--- config.mk ---
export PLATFORM = sky130hd
export DESIGN_NAME = vga_timing_ctrl
export DESIGN_NICKNAME = d
export VERILOG_FILES = /design/src/rtl/vga_timing_pkg.sv /design/src/rtl/vga_axis_counter.sv /design/src/rtl/vga_timing_ctrl.sv
export SDC_FILE = /design/constraint.sdc
export NUM_CORES = 1
export LEC_CHECK = 0
export CAP_MARGIN = 20
export CORE_MARGIN = 5
export CORE_UTILIZATION = 41
export DETAILED_ROUTE_END_ITERATION = 7
export PLACE_DENSITY_LB_ADDON = 0.3
export SLEW_MARGIN = 20
export SYNTH_ARGS = -nofsm -noshare
export SYNTH_HDL_FRONTEND = slang
export SYNTH_SLANG_ARGS = --single-unit
--- constraint.sdc ---
create_clock -name clk -period 2.5 [get_ports clk]
set_input_delay 0.625 -clock clk [delete_from_list [all_inputs] [get_ports clk]]
set_output_delay 0.625 -clock clk [all_outputs]
set_load 0.02 [all_outputs]
--- src/rtl/vga_timing_pkg.sv ---
// Shared VGA timing defaults, derived totals, sync-window bounds and scan state type.
// Defaults describe 640x480@60 with active-low syncs.
package vga_timing_pkg;
   localparam int H_ACTIVE_D = 640;
   localparam int H_FRONT_D  = 16;
   localparam int H_SYNC_D   = 96;
   localparam int H_BACK_D   = 48;
   localparam int V_ACTIVE_D = 480;
   localparam int V_FRONT_D  = 10;
   localparam int V_SYNC_D   = 2;
   localparam int V_BACK_D   = 33;
   localparam int CW_D       = 10;

   localparam int H_TOTAL_D = H_ACTIVE_D + H_FRONT_D + H_SYNC_D + H_BACK_D;
   localparam int V_TOTAL_D = V_ACTIVE_D + V_FRONT_D + V_SYNC_D + V_BACK_D;

   // Sync windows are half-open: [START, END).
   localparam int H_SYNC_START_D = H_ACTIVE_D + H_FRONT_D;
   localparam int H_SYNC_END_D   = H_SYNC_START_D + H_SYNC_D;
   localparam int V_SYNC_START_D = V_ACTIVE_D + V_FRONT_D;
   localparam int V_SYNC_END_D   = V_SYNC_START_D + V_SYNC_D;

   typedef enum logic {
      IDLE = 1'b0,
      SCAN = 1'b1
   } state_t;
endpackage

--- src/rtl/vga_axis_counter.sv ---
// One raster axis: wrapping position counter with sync-window and active-area flags
// registered from the next position, so the flags always line up with pos.
module vga_axis_counter #(
   parameter int CW         = 10,
   parameter int TOTAL      = 800,
   parameter int SYNC_START = 656,
   parameter int SYNC_END   = 752,
   parameter int ACTIVE     = 640
) (
   input  logic          clk,
   input  logic          reset,
   input  logic          advance,
   input  logic          clear,
   output logic [CW-1:0] pos,
   output logic          wrap,
   output logic          sync_win,
   output logic          active_win
);
   localparam logic [CW-1:0] LAST = CW'(TOTAL - 1);
   localparam logic [CW-1:0] SS   = CW'(SYNC_START);
   localparam logic [CW-1:0] SE   = CW'(SYNC_END);
   localparam logic [CW-1:0] ACT  = CW'(ACTIVE);

   logic [CW-1:0] pos_nxt;

   always_comb begin
      wrap    = advance && (pos == LAST);
      pos_nxt = pos;
      if (clear || wrap)
         pos_nxt = '0;
      else if (advance)
         pos_nxt = pos + CW'(1);
   end

   // clear also drops the flags, so they read as "outside" while the scan is idle
   always_ff @(posedge clk) begin
      if (reset) begin
         pos        <= '0;
         sync_win   <= 1'b0;
         active_win <= 1'b0;
      end else begin
         pos <= pos_nxt;
         if (clear) begin
            sync_win   <= 1'b0;
            active_win <= 1'b0;
         end else begin
            sync_win   <= (pos_nxt >= SS) && (pos_nxt < SE);
            active_win <= (pos_nxt < ACT);
         end
      end
   end
endmodule

--- src/rtl/vga_timing_ctrl.sv ---
// Raster timing sequencer: advances (x,y) on pixel ticks, produces syncs, active flag and strobes.
// Scanning starts on a tick with run=1 and only stops at the end of a complete frame.
module vga_timing_ctrl
   import vga_timing_pkg::*;
#(
   parameter int   H_ACTIVE = H_ACTIVE_D,
   parameter int   H_FRONT  = H_FRONT_D,
   parameter int   H_SYNC   = H_SYNC_D,
   parameter int   H_BACK   = H_BACK_D,
   parameter int   V_ACTIVE = V_ACTIVE_D,
   parameter int   V_FRONT  = V_FRONT_D,
   parameter int   V_SYNC   = V_SYNC_D,
   parameter int   V_BACK   = V_BACK_D,
   parameter logic SYNC_POL = 1'b0,
   parameter int   CW       = CW_D
) (
   input  logic          clk,
   input  logic          reset,
   input  logic          pix_en,
   input  logic          run,
   output logic          hsync,
   output logic          vsync,
   output logic          active,
   output logic [CW-1:0] x,
   output logic [CW-1:0] y,
   output logic          line_start,
   output logic          frame_start,
   output logic          busy
);
   localparam int H_TOTAL = H_ACTIVE + H_FRONT + H_SYNC + H_BACK;
   localparam int V_TOTAL = V_ACTIVE + V_FRONT + V_SYNC + V_BACK;

   state_t state, state_nxt;
   logic   h_adv, h_wrap, v_wrap, start, stop, clear;
   logic   h_sync_win, v_sync_win, h_act, v_act;
   logic   ls_nxt, fs_nxt;

   assign h_adv = (state == SCAN) && pix_en;
   assign start = (state == IDLE) && pix_en && run;
   // v_wrap only fires on the h_wrap tick, so it marks the last tick of the frame
   assign stop  = v_wrap && !run;
   assign clear = ((state == IDLE) && !start) || stop;

   vga_axis_counter #(
      .CW(CW), .TOTAL(H_TOTAL), .SYNC_START(H_ACTIVE + H_FRONT),
      .SYNC_END(H_ACTIVE + H_FRONT + H_SYNC), .ACTIVE(H_ACTIVE)
   ) u_h (
      .clk(clk), .reset(reset), .advance(h_adv), .clear(clear),
      .pos(x), .wrap(h_wrap), .sync_win(h_sync_win), .active_win(h_act)
   );

   vga_axis_counter #(
      .CW(CW), .TOTAL(V_TOTAL), .SYNC_START(V_ACTIVE + V_FRONT),
      .SYNC_END(V_ACTIVE + V_FRONT + V_SYNC), .ACTIVE(V_ACTIVE)
   ) u_v (
      .clk(clk), .reset(reset), .advance(h_wrap), .clear(clear),
      .pos(y), .wrap(v_wrap), .sync_win(v_sync_win), .active_win(v_act)
   );

   always_comb begin
      state_nxt = state;
      ls_nxt    = 1'b0;
      fs_nxt    = 1'b0;
      case (state)
         IDLE: if (start) begin
            state_nxt = SCAN;
            ls_nxt    = 1'b1;
            fs_nxt    = 1'b1;
         end
         SCAN: if (stop) begin
            state_nxt = IDLE;
         end else begin
            ls_nxt = h_wrap;
            fs_nxt = v_wrap;
         end
         default: state_nxt = IDLE;
      endcase
   end

   always_ff @(posedge clk) begin
      if (reset) begin
         state       <= IDLE;
         line_start  <= 1'b0;
         frame_start <= 1'b0;
      end else begin
         state       <= state_nxt;
         line_start  <= ls_nxt;
         frame_start <= fs_nxt;
      end
   end

   // Window flags are already zero outside SCAN, so these need no extra state gating.
   assign busy   = (state == SCAN);
   assign hsync  = h_sync_win ? SYNC_POL : ~SYNC_POL;
   assign vsync  = v_sync_win ? SYNC_POL : ~SYNC_POL;
   assign active = h_act & v_act;
endmodule

==> reports/results.txt, run 1 <==
The worst min-delay path class is register to register. For met2 alone, demand over resource in global routing was 22.8%. Once the floorplan was initialized, standard cells occupied 43.5% of the core. The count of buffer and inverter cells on the critical path was 1.

The gate count after technology mapping came out at 179. Global-route wire length before repair: 6070 microns. Number of storage elements in the synthesis netlist: 27. The number of global-route vias before repair was 1248. The tools report the total wirelength of the detailed-routed design as 3510 microns. The count of warnings emitted by yosys is 0, and the total DRC errors in the routed layout is 0.

Clock-pin slew was measured on the worst setup and hold paths at 0.14 ns. Of all nets on the critical path, the largest fanout is 11. The register area share after synthesis is 36.4%, and the hold path depth is 2. The final weighted congestion in routability-driven placement was 0.911. On the final layout, the worst clock skew is 0.00632 ns. The clock sink count is 27.

The global routing stage identified its most utilized layer as met2. Count of buffers added by post-CTS timing repair for setup: 0. Once detailed placement completed, the half-perimeter wirelength came to 2720 microns. On the critical path, the stage with the largest delay is an instance of sky130_fd_sc_hd__clkdlybuf4s50_1. The data arrival time of the worst path came out at 1.57 ns. Entering global routing, the biggest net connects 18 pins. The timing-limited maximum frequency is 456 MHz, and the cell count after placement is 252. The region available for standard cell placement spans 0.00342 sq mm. For the number of nets at the end of the flow, the log shows 218. The start of the worst register-to-register path is u_h.pos[0]$_SDFF_PP0_. The largest total area in the synthesized netlist belongs to sky130_fd_sc_hd__dfxtp_1. The switching power summed over all nets was 0.153 mW; the minimum clock period was 2.20 ns.

The worst path uses 87.8% of the clock period. The number of antenna diodes is 0, and the final worst-path setup slack is 0.305 ns. The routed wirelength normalized by instance count was 13.7 microns.

The number of I/O pins was 30; the data required time at the worst endpoint was 1.88 ns. The vias after detailed routing is 1358. The startpoint-to-endpoint class of the critical path was register to output pin. The number of buffers inserted during clock tree synthesis is 3, and the met1 track demand over resource in global routing is 20.8%.

The number of nets in the synthesized netlist is 186. The number of buffer cells added on primary ports works out to 29. The synthesized area per cell is 8.30 sq um, and the final-layout worst hold slack is 0.521 ns.

The floorplan step set the die height to 70.2 microns. Summed over all cells, the static leakage comes to 0.596 nW. The share of cells above drive strength 1 came out at 9.52%. The internal power of the cells totals 0.521 mW.

At the pin with the least slew margin, the transition time is 0.377 ns. The H-tree depth reported by CTS was 1; the detailed-routing iteration count for the pre-antenna-repair pass was 7. The hold path endpoint is u_h.pos[1]$_SDFF_PP0_. The tools report the clock root buffer master as sky130_fd_sc_hd__clkbuf_4. The netlist uses 48 different library cells. For this design the ratio of total power to cell area is 359 mW/mm^2. The tools report the maximum buffer depth of the clock tree as 2.

The tools report the combined area of all synthesized cells as 0.00149 sq mm. The type of destination of the critical path was an output pin. End of the worst register-to-register path: u_v.sync_win$_SDFF_PP0_. The signal on the critical path passes through clkdlybuf4s50_1.

The average vias per placed instance is 5.30. The hold buffer count at cts is 0. The floorplan die area came out at 0.00493 sq mm. In the global route stage, overall resource usage came out at 14.8%. The cell family contributing the most delay on the critical path is buffers and inverters.

The number of DRC markers in iteration 0 was 51. The flow ran to the end, and the final reports show no timing, DRC or antenna violations. Post-CTS repair changed the size of 0 cells. Setup total negative slack on the finished layout was measured at 0 ns.

The run gives 256 as the final non-filler cell total. By area the synthesized netlist is led by sky130_fd_sc_hd__dfxtp_1 36%, sky130_fd_sc_hd__nor2_1 4.8%, sky130_fd_sc_hd__xnor2_1 4.7%. For the number of hold violations in the final report, the log shows 0.

For the met3 usage in global routing, the log shows 2.30%. On the worst path, the slowest cell contributes a delay of 0.68 ns. The worst setup timing slack at the placement stage was 0.00993 ns. Count of cells along the worst register-to-register path: 7. Measured along the x axis, the die boundary spans 70.2 microns. After floorplanning, the core was divided into 21 placement rows.

The initial antenna violation count came out at 0. The startpoint identified for the worst hold timing path is u_h.pos[1]$_SDFF_PP0_. Setup violations remaining at the end of the flow were counted as 0.

Across all register-to-register paths, the minimum setup slack is 0.48 ns. Across the VDD grid, the largest voltage drop is 0.183 mV. The tools report the launching element type of the critical path as a register. The max-slew headroom at the worst pin was 74.6%. Setup repair after global routing left no endpoint under its margin. The tools report the global route total overflow as 0. Per report_power, the combinational group accounts for 7.3% of the total. Compared with the post-synthesis result, the final layout area differs by 26.3%. Net switching is 22.6% of the power. The number of pins with negative max-slew slack in the final report is 0. Of the total power, the clock network draws 27.7%.

For the worst-skew pair, the clock arrives at the later sink with an insertion delay of 0.32 ns. The total power is 0.674 mW, and the proportion of netlist area held by the largest area contributor is 36.4%. The tool flagged a number of max-cap violations equal to 0. Once detail routing completed, the nets flagged for antenna violations numbered 0.

The tools report the portion of total power attributed to sequential cells as 65.0%. TritonCTS built the clock tree.
worst max-delay path by stage:
stage | from | endpoint | slack [ns] | cells after the start
after CTS | u_v.pos[2]$_SDFF_PP0_ | y[2] | 0.30 | 1
final | u_v.pos[2]$_SDFF_PP0_ | y[2] | 0.30 | 1
after global routing | pix_en | u_h.sync_win$_SDFF_PP0_ | 0.22 | 6
after detailed placement | pix_en | u_v.sync_win$_SDFF_PP0_ | 0.01 | 7
after floorplan | u_h.pos[0]$_SDFF_PP0_ | u_v.sync_win$_SDFF_PP0_ | 0.55 | 6
after global placement | pix_en | u_h.sync_win$_SDFF_PP0_ | 0.04 | 7
power by group through the flow:
| stage | Sequential [mW] | Clock, mW | Combinational, mW |
|---|---|---|---|
| 6_report | 0.438 | 0.187 | 0.0491 |
| 3_5_place_dp | 0.448 | 0 | 0.0488 |
| 3_3_place_gp | 0.448 | 0 | 0.0484 |
| 5_1_grt | 0.440 | 0.211 | 0.0529 |
| 2_1_floorplan | 0.451 | 0 | 0.0217 |
| 4_1_cts | 0.439 | 0.191 | 0.0490 |
kinds of logic after synthesis:
| family | share of synthesized area (%) |
|---|---|
| mux | 1.35 |
| flops | 36.4 |
| fa+ha+maj | 2.53 |
| buf+inv | 6.32 |
| simple gates | 30.4 |
| compound gates | 14.7 |
| xor+xnor | 8.26 |
area by class of cell:
class	count	area [sq um]
Clock buffer	4	26.3
Sequential cell	27	541
Fill cell	335	1540
Inverter	10	37.5
Tap cell	46	57.6
Timing Repair Buffer	37	363
Multi-Input combinational cell	132	851
sequential cells by signal, indices dropped and copies added (netlist names):
name and count:
u_h.pos 10, u_v.pos 10, busy 1, frame_start 1, line_start 1, u_h.active_win 1
u_h.sync_win 1, u_v.active_win 1, u_v.sync_win 1
Yosys cell counts (all sizes together):
library cell and instances:
and3 3, and3b 1, a31oi 1, xor2 6, nand3 5, o32a 1
or2 3, nand2b 3, o41ai 1, ha 3, a211oi 2, buf 5
and2b 1, and4bb 1, o21bai 1, or3 2, o31a 3, dfxtp 27
a2bb2oi 1, o21ba 1, nor2 19, and4 2, nand4 9, nand2 16
and2 5, nor3b 1, nor3 4, a31o 2, a2111o 1, a21o 1
xnor2 8, mux2i 2, nor4 5, inv 10, o21ai 6, clkbuf 5
nor2b 1, a21oi 7, o211ai 2, or4 1, a32o 1
per-stage QoR:
step           cell area [sq um]  util, %
6_report                    1880     54.9
5_1_grt                     1880     54.9
4_1_cts                     1880     54.9
3_5_place_dp                1850     54.1
3_3_place_gp                1850     54.1
2_1_floorplan               1490        -
layer usage:
metal	wire length, microns	share of wire (%)
met1	1730	49
met2	1560	44
met3	166	4.7
met4	51	1.5
met5	0	0
cell usage in the layout, fill, tap and decap left out, drive strengths merged, types with 2 or more instances in the layout:
cell type,instances
mux2i,2
inv,10
dfxtp,27
nand2,16
xnor2,8
o21ai,6
o211ai,2
nand2b,3
xor2,6
a31o,2
and2,5
nor3,4
a21oi,7
clkbuf,4
buf,8
ha,3
or2,3
o31a,3
clkdlybuf4s50,29
or3,2
nor4,5
nand3,5
nor2,19
and4,2
and3,3
nand4,9
a211oi,2
Power figures use the tool's default switching activity.
==> inputs of run 2 (changes only) <==
--- a/config.mk
+++ b/config.mk
@@ -5,9 +5,10 @@
 export SDC_FILE = /design/constraint.sdc
 export NUM_CORES = 1
 export LEC_CHECK = 0
+export ABC_AREA = 1
 export CAP_MARGIN = 20
 export CORE_MARGIN = 5
-export CORE_UTILIZATION = 41
+export CORE_UTILIZATION = 51
 export DETAILED_ROUTE_END_ITERATION = 7
 export PLACE_DENSITY_LB_ADDON = 0.3
 export SLEW_MARGIN = 20
==> reports/results.txt, run 2 <==
The flow ran to the end, and the final reports show no timing, DRC or antenna violations. The count of warnings emitted by yosys is 0. In the synthesized netlist the async set-or-reset flop fraction comes to 0%.

The register area share after synthesis is 35.3%, and the detailed-routing iteration count for the pre-antenna-repair pass is 4. The tools report the floorplan die area as 0.00420 sq mm. For this block, the routed nets add up to 3290 microns of wire. The worst setup path is of the register to output pin kind.

The vias after detailed routing is 1461, and the number of antenna diodes is 0. TritonCTS built the clock tree. The tools report the number of nets at the end of the flow as 279. After the first detailed-routing iteration, the DRC count stood at 47. Measured against its own limit, the worst slew margin works out to 76.4%. Counting the fill cells in the layout gives 255. The tool flagged a number of max-cap violations equal to 0.

The placed wire-length estimate came out at 2680 microns. The analysis attributes to net switching a power of 0.170 mW. Clock slew seen by the registers of the worst setup and hold paths: 0.16 ns.

In this run, the combinational gates consume 7.5% of the power. The floorplan has 19 rows. From left edge to right edge, the die measures 64.8 microns. Hold timing on the final database bottoms out at a slack of 0.514 ns. For the total power, the log shows 0.685 mW. Cell taking the most area after synthesis: sky130_fd_sc_hd__dfxtp_1.

The post-route clock skew is 0.0147 ns. The cell count after placement was 298; the number of buffers inserted during clock tree synthesis was 3. The first global-routing pass estimated 5670 microns of wire. The effective utilization at floorplan was 54.1%; the initial antenna violation count was 0. On the critical path, the stage with the largest delay is an instance of sky130_fd_sc_hd__clkdlybuf4s50_1.

In this run the clock root is driven by a sky130_fd_sc_hd__clkbuf_4. Once detail routing completed, the nets flagged for antenna violations numbered 0. Summing all flip-flop and latch instances after layout gives 541 sq um. Portion of total power attributed to sequential cells: 64.2%. Main flop type after synthesis: sky130_fd_sc_hd__dfxtp_1. The combined area of the multi-input logic cells is 826 sq um. The synthesized design devotes to its leading area cell type 35.3% of total area. The H-tree depth reported by CTS was 1; the final non-filler cell total was 302.

The tools report the clock sink count as 27. For the peak supply drop, the log shows 0.483 mV. Ratio of final minimum period to clock period: 84.2%.

After synthesis the netlist holds a flip-flop and latch count of 27. The floorplan step defined a core boundary enclosing 0.00283 sq mm. The all-layer global routing usage is 16.5%, and the number of buffer cells added on primary ports is 29.

In this run the deepest clock path goes through 2 buffers. By area the synthesized netlist is led by sky130_fd_sc_hd__dfxtp_1 35%, sky130_fd_sc_hd__nand2_1 18%, sky130_fd_sc_hd__nor2_1 10%. The run gives 0 as the count of buffers added by post-CTS timing repair for setup. The count of buffer and inverter cells on the critical path came out at 1.

At the later pin of the worst-skew pair, clock insertion delay measures 0.33 ns. Synthesis produced a netlist whose cell count is 239. Relative to the synthesized area, the layout overhead comes to 22.7%. The routed wirelength normalized by instance count is 10.9 microns. The switching power share of the total works out to 24.8%. The standard cell area after detailed placement is 0.00185 sq mm.

After layout, the minimum clock period comes to 2.10 ns. The area of all placed cells without fillers was 0.00188 sq mm. After synthesis, the most frequently instantiated cells are 73 x sky130_fd_sc_hd__nand2_1, 41 x sky130_fd_sc_hd__nor2_1, 34 x sky130_fd_sc_hd__inv_1.

The worst setup path is launched from a register. The largest registers in the layout are u_h.pos (10), u_v.pos (10). Power spread over the standard cell area amounts to 364 mW/mm^2.

Yosys mapped a number of flops with a built-in enable equal to 0. The number of hold violations in the final report came out at 0. For the pin with the worst max-slew slack, the measured transition is 0.352 ns. Cells with a size suffix above 1 make up 6.27% of the layout. The leakage component of the power came out at 0.818 nW.

For the timing-limited maximum frequency, the log shows 475 MHz. The final weighted congestion in routability-driven placement came out at 0.863. The worst min-delay path class was register to register. Dividing the detail-routed via count by the number of cells gives 4.84.

The most numerous cell in the Yosys netlist is sky130_fd_sc_hd__nand2_1. In this design, the stage delay of the slowest critical-path cell is 0.66 ns. Global route total overflow: 0. The library cells used most frequently in the layout, excluding fill and tap cells, are 73 x sky130_fd_sc_hd__nand2_1, 41 x sky130_fd_sc_hd__nor2_1, 34 x sky130_fd_sc_hd__inv_1. In this run, post-CTS hold repair placed 0 buffers. The data required time at the worst endpoint is 1.88 ns, and the net count after synthesis is 246. The run gives 0 as the total DRC errors in the routed layout.

The die is 64.8 microns tall. The number of global-route vias before repair was 1340. The logs give 0 for the number of pins with negative max-slew slack in the final report and 0 for the number of gates given a new drive strength after cts.

The library cell used most frequently in the layout, excluding fill and tap cells, is sky130_fd_sc_hd__nand2_1. Entering global routing, the biggest net connects 17 pins. The type of destination of the critical path is an output pin. Setup repair after global routing left no endpoint under its margin. The synthesized area per cell came out at 6.41 sq um. The number of I/O pins is 30, and the total negative slack is 0 ns. Walking the worst path, the cells encountered are clkdlybuf4s50_1. The maximum fanout count along the critical path is 6. The internal power of the cells totals 0.515 mW. In this run, the clock network consumes 28.3% of the power. In this design, the largest share of critical-path delay is due to buffers and inverters. The combined area of all synthesized cells is 0.00153 sq mm, and the data arrival time of the worst path is 1.48 ns. In this run, distinct cell masters in the synthesized netlist total 24.

The total of endpoints with negative setup slack in the final report was 0.
[run 2: final cells by class]
class	instances	share of cell area [%]
Multi-Input combinational cell	173	43.9
Timing Repair Buffer	31	16.2
Sequential cell	27	28.8
Clock buffer	3	1.20
Inverter	36	7.39
Tap cell	31	2.06
Clock inverter	1	0.399
[run 2: final timing paths]
kind / from / end / slack (ns) / depth (start not counted)
max reg2reg: u_h.pos[0]$_SDFF_PP0_ / u_h.pos[0]$_SDFF_PP0_ / 0.60 / 8
min reg2reg: u_h.pos[1]$_SDFF_PP0_ / u_h.pos[1]$_SDFF_PP0_ / 0.51 / 2
max: busy$_SDFF_PP0_ / busy / 0.40 / 1
min: u_h.pos[1]$_SDFF_PP0_ / u_h.pos[1]$_SDFF_PP0_ / 0.51 / 2
[run 2: stage by stage]
| step | util [%] | setup WS (ns) |
|---|---|---|
| after floorplan | - | 0.707 |
| after global placement | 65.4 | 0.153 |
| after detailed placement | 65.4 | 0.0806 |
| after CTS | 66.4 | 0.388 |
| after global routing | 66.4 | 0.286 |
| final | 66.4 | 0.396 |
[run 2: cell families after synthesis]
group	after synthesis	synth area share [%]
fa+ha+maj	3	2.45
xor+xnor	5	2.86
flops	27	35.3
buf+inv	39	10.8
simple gates	152	44.2
compound gates	13	4.41
[run 2: power by group through the flow]
stage / registers (mW) / logic [mW] / clock network (mW)
2_1_floorplan: 0.451 / 0.0280 / 0
3_3_place_gp: 0.448 / 0.0507 / 0
3_5_place_dp: 0.448 / 0.0512 / 0
4_1_cts: 0.439 / 0.0514 / 0.200
5_1_grt: 0.440 / 0.0566 / 0.222
6_report: 0.439 / 0.0514 / 0.194
[run 2: metal layers]
metal | GRT usage [%] | vias to the layer above | part of all wire [%]
met5 | 0 | - | 0
met4 | 2.64 | 0 | 0.46
met3 | 3.97 | 2 | 3.8
met2 | 27.5 | 27 | 46
met1 | 22.2 | 632 | 50
li1 | - | 800 | -
